<file path="config.mk">
export PLATFORM = sky130hd
export DESIGN_NAME = bcd_updown_counter
export DESIGN_NICKNAME = d
export VERILOG_FILES = /design/src/rtl/bcd_updown_counter.sv
export SDC_FILE = /design/constraint.sdc
export NUM_CORES = 1
export LEC_CHECK = 0
export BUFFER_PORTS_ARGS = -buffer_cell sky130_fd_sc_hd__buf_2
export CAP_MARGIN = 25
export CORE_UTILIZATION = 49
export CTS_CLUSTER_SIZE = 14
export DETAILED_ROUTE_END_ITERATION = 12
export GPL_TIMING_DRIVEN = 0
export PLACE_DENSITY_LB_ADDON = 0.3
export SETUP_SLACK_MARGIN = 0.3
export SYNTH_ARGS = -nofsm -noshare
export SYNTH_HDL_FRONTEND = slang
export SYNTH_SLANG_ARGS = --single-unit
</file>
<file path="constraint.sdc">
create_clock -name CLK -period 1.5 [get_ports CLK]
set_clock_uncertainty 0.05 [all_clocks]
set_input_delay 0.375 -clock CLK [delete_from_list [all_inputs] [get_ports CLK]]
set_output_delay 0.375 -clock CLK [all_outputs]
set_load 0.02 [all_outputs]
</file>
<file path="src/rtl/bcd_updown_counter.sv">
// Two-digit BCD up/down counter with an enable-gated prescaler, a synchronous
// load that clamps digits above 9, and a terminal-count pulse on wrap.
module bcd_updown_counter #(
  parameter int unsigned DIV = 1
) (
  input  logic       CLK,
  input  logic       RST_N,
  input  logic       EN,
  input  logic       UP,
  input  logic       LOAD,
  input  logic [3:0] LD_T,
  input  logic [3:0] LD_U,
  output logic       U3,
  output logic       U2,
  output logic       U1,
  output logic       U0,
  output logic       T3,
  output logic       T2,
  output logic       T1,
  output logic       T0,
  output logic       TC,
  output logic       LDERR
);

  localparam logic [7:0] LP_LAST = 8'(DIV - 1);

  logic [7:0] r_presc;
  logic [3:0] r_units;
  logic [3:0] r_tens;
  logic       r_tc;
  logic       r_lderr;

  logic       w_step;
  logic       w_wrap;
  logic       w_ld_bad;
  logic [3:0] w_ld_t;
  logic [3:0] w_ld_u;
  logic [3:0] w_units_nx;
  logic [3:0] w_tens_nx;

  always_comb begin
    w_step     = EN && (r_presc == LP_LAST);
    w_ld_t     = (LD_T > 4'd9) ? 4'd9 : LD_T;
    w_ld_u     = (LD_U > 4'd9) ? 4'd9 : LD_U;
    w_ld_bad   = (LD_T > 4'd9) || (LD_U > 4'd9);
    w_wrap     = 1'b0;
    w_units_nx = r_units;
    w_tens_nx  = r_tens;
    if (UP) begin
      w_wrap = (r_tens == 4'd9) && (r_units == 4'd9);
      if (r_units == 4'd9) begin
        w_units_nx = 4'd0;
        w_tens_nx  = (r_tens == 4'd9) ? 4'd0 : r_tens + 4'd1;
      end else begin
        w_units_nx = r_units + 4'd1;
      end
    end else begin
      w_wrap = (r_tens == 4'd0) && (r_units == 4'd0);
      if (r_units == 4'd0) begin
        w_units_nx = 4'd9;
        w_tens_nx  = (r_tens == 4'd0) ? 4'd9 : r_tens - 4'd1;
      end else begin
        w_units_nx = r_units - 4'd1;
      end
    end
  end

  always_ff @(posedge CLK or negedge RST_N) begin
    if (!RST_N) begin
      r_presc <= '0;
      r_units <= '0;
      r_tens  <= '0;
      r_tc    <= 1'b0;
      r_lderr <= 1'b0;
    end else if (LOAD) begin
      // Load wins over counting: prescaler restarts, no step, no TC.
      r_presc <= '0;
      r_units <= w_ld_u;
      r_tens  <= w_ld_t;
      r_tc    <= 1'b0;
      r_lderr <= w_ld_bad;
    end else begin
      r_lderr <= 1'b0;
      r_tc    <= w_step && w_wrap;
      if (EN) begin
        r_presc <= w_step ? '0 : r_presc + 8'd1;
      end
      if (w_step) begin
        r_units <= w_units_nx;
        r_tens  <= w_tens_nx;
      end
    end
  end

  assign {U3, U2, U1, U0} = r_units;
  assign {T3, T2, T1, T0} = r_tens;
  assign TC               = r_tc;
  assign LDERR            = r_lderr;

endmodule

</file>
==> results.sh <==
export IMPL_critical_path_buf_inv_count=1
export IMPL_max_clock_freq_ghz=0.569
export IMPL_rsz0062_at_grt="yes"
export IMPL_dieArea_sq_um=2760
export IMPL_end_kind="flop"
export IMPL_placed_area_sq_um=1460
export IMPL_ys_async_sr_fraction_pct=100
export IMPL_leakage_nw=0.801
export IMPL_insertion_delay_ns=0.31
export IMPL_track_usage_pct=28.7
export IMPL_crit_path_top_delay_cell="dfrtp_1"
export IMPL_synth_seq_cells=18
export IMPL_syn_area_per_cell_sq_um=8.41
export IMPL_ant_nets=0
export IMPL_numCtsBuffers=3
export IMPL_worst_slew_pin_slew_ns=0.617
export IMPL_cts_tree="done"
export IMPL_drc_errors=0
export IMPL_clk_pin_slew_ns=0.11
export IMPL_num_fill_cells=153
export IMPL_grt_overflow_total=0
export IMPL_cts_root_buf="clkbuf_4"
export IMPL_design_area_sq_um=1870
export IMPL_dr_first_iter_drc_count=31
export IMPL_antenna_found_initial=0
export IMPL_grt_pass1_vias=1270
export IMPL_hpwl_mm=2.24
export IMPL_vias=1364
export IMPL_synthesis_area_sq_um=1250
export IMPL_dpl_cell_count=198
export IMPL_synth_distinct_cells=40
export IMPL_finalMaxSlewViolations=0
export IMPL_n_antenna_cell=0
export IMPL_status="finished, violations left"
export IMPL_multiInputGateArea_sq_um=891
export IMPL_synth_edf_count=0
export IMPL_grt_pass1_wl_mm=5.68
export IMPL_slowest_delay_ns=0.44
export IMPL_cts_htree_levels=1
export IMPL_worstSetupPathType="reg -> reg"
export IMPL_grt_max_degree=19
export IMPL_cts_buffer_depth=2
export IMPL_critPathTopFamily="simple AND/OR/NAND/NOR gates"
export IMPL_wl_per_cell_um=17.4
export IMPL_pwr_density_cell_nw_per_um2=812
export IMPL_drt_first_pass_iters=4
export IMPL_seqCellArea_sq_um=455
export IMPL_area_growth_pct=48.9
export IMPL_hp_class="in -> reg"
export IMPL_cp_arrival_ns=1.90
export IMPL_synth_fp_nets=164
export IMPL_ys_seq_area_share_pct=35.9
export IMPL_finish_cell_count_without_fillers=221
export IMPL_synthFlopType="dfrtp_1"
export IMPL_setup_viol=15
export IMPL_portBuffers=21
export IMPL_path_cells="nor4b_4, and2_1, buf_6, o211a_4, mux2i_1, o21ai_1"
export IMPL_fp_dieH_um=52.6
export IMPL_routabilityCongestion=0.846
export IMPL_wl_mm=3.85
export IMPL_cp_data_required_time_ns=1.64
export IMPL_fin_crit_ns=1.76
export IMPL_cp_start_kind="flop"
export IMPL_violations="negative setup slack"
export IMPL_fin_ws_ns=-0.258
export IMPL_period_share_pct=117
export IMPL_drive_above_1_share_pct=43.0
export IMPL_fp_row_count=17
export IMPL_die_x_um=52.6
export IMPL_viasPerCell=6.17
export IMPL_yosysWarnings=0
export IMPL_core_area_sq_um=2320
export IMPL_irDropWorstVdd_v=0.000899
export IMPL_layout_nets=209
export IMPL_cp_max_fo=4
export IMPL_finalHoldViolCount=0
export IMPL_cts_sink_count=18
export IMPL_syn_inst=149
export IMPL_slew_headroom_pct=58.9
export IMPL_maxCapViolCount=0
export IMPL_pin_count=23
export IMPL_start_util_pct=54.1
==> cell type report <==
cell class | instances | area share (%)
inverters | 7 | 1.41
well taps | 28 | 1.88
flip-flops and latches | 18 | 24.4
multi-input cells | 111 | 47.7
plain buffers | 13 | 4.62
repair buffers | 40 | 18.0
clock buffers | 4 | 1.94
==> metrics by stage <==
stage	setup slack [ns]	utilization (%)	TNS (ns)	total power, mW	hold WS, ns
after global routing	-0.325	80.5	-2.89	1.59	0.230
final	-0.258	80.5	-1.99	1.52	0.234
after detailed placement	-0.325	62.8	-1.75	1.02	0.281
after global placement	-0.245	62.8	-1.25	1.00	0.272
after floorplan	-0.143	-	-0.487	0.896	0.0294
after CTS	-0.201	75.7	-0.899	1.45	0.226
==> layer usage <==
layer  vias to the layer above  share of wire (%)  global-route usage (%)
met5                         -                  0                       0
met4                         0                3.1                    11.8
met3                        10                4.4                    5.51
met2                        53                 50                    51.3
met1                       676                 42                    33.0
li1                        625                  -                       -
==> kinds of logic (layout without fill, tap and decap cells) <==
group           count (synthesis)  count (layout)  synth area share (%)
compound gates                 43              43                  21.7
fa+ha+maj                       2               2                  2.00
mux                             4               4                  3.29
flops                          18              18                  35.9
simple gates                   53              53                  24.0
xor+xnor                        9               9                  6.29
buf+inv                        20              64                  6.89
==> state kept, by name, indices dropped and copies added, names as in the netlist <==
signal   count
r_units      4
r_presc      8
TC           1
r_tens       4
LDERR        1
==> placed cells by master, fill, tap and decap left out, types with 4 or more instances in the layout <==
| cell type | netlist | routed |
|---|---|---|
| inv_1 | 7 | 5 |
| buf_6 | 0 | 19 |
| dfrtp_2 | 0 | 4 |
| o21ai_0 | 15 | 13 |
| nor2b_1 | 4 | 4 |
| a21oi_1 | 10 | 7 |
| dfrtp_1 | 18 | 14 |
| buf_4 | 2 | 12 |
| nor3_2 | 0 | 5 |
| nand2_1 | 9 | 7 |
| buf_2 | 3 | 13 |
| nor2_1 | 10 | 9 |
| clkbuf_1 | 8 | 4 |
| nand3b_1 | 5 | 5 |
| xnor2_1 | 6 | 4 |
==> power breakdown <==
part	leakage [nW]	internal, mW	switching (mW)
registers	0.229	0.520	0.0364
logic	0.551	0.297	0.340
clock network	0.0210	0.148	0.173
total	0.801	0.965	0.550
==> worst paths after layout <==
check                      startpoint          to  slack, ns  depth (start not counted)
min                           LD_U[2]  r_units[2]       0.23                          2
max reg2reg                r_presc[7]   r_tens[2]      -0.26                          6
min in group asynchronous       RST_N  r_units[2]       0.47                          2
min reg2reg                r_presc[3]  r_presc[3]       0.59                          2
max in group asynchronous       RST_N  r_units[0]       0.61                          2
max                        r_presc[7]   r_tens[2]      -0.26                          6
==> synth_stat cells (2+ instances only) <==
cell type,n,area [sq um]
dfrtp_1,18,450
o21ai_0,15,75.1
a21oi_1,10,50.1
nor2_1,10,37.5
nand2_1,9,33.8
clkbuf_1,8,30.0
nor3_1,8,40.0
inv_1,7,26.3
xnor2_1,6,52.6
nand3b_1,5,37.5
nor2b_1,4,25.0
buf_2,3,15.0
mux2i_1,3,30.0
nand4_1,3,18.8
xor2_1,3,26.3
a221o_1,2,20.0
a31oi_1,2,12.5
and2_1,2,12.5
and3_1,2,12.5
buf_4,2,15.0
ha_1,2,25.0
nand3_1,2,10.0
nand4b_1,2,17.5
nor4_1,2,12.5
nor4b_2,2,30.0
o21ai_1,2,10.0
o21bai_1,2,15.0
==> timing repair <==
item | CTS | global route
endpoints found under the setup margin | 26 | 26
buffers inserted | 14 | 4
hold buffers | 1 | 0
pin swaps | 10 | 7
hold endpoints to repair | 18 | 0
resized for setup | 39 | 19
(Power assumes the default switching activity.)
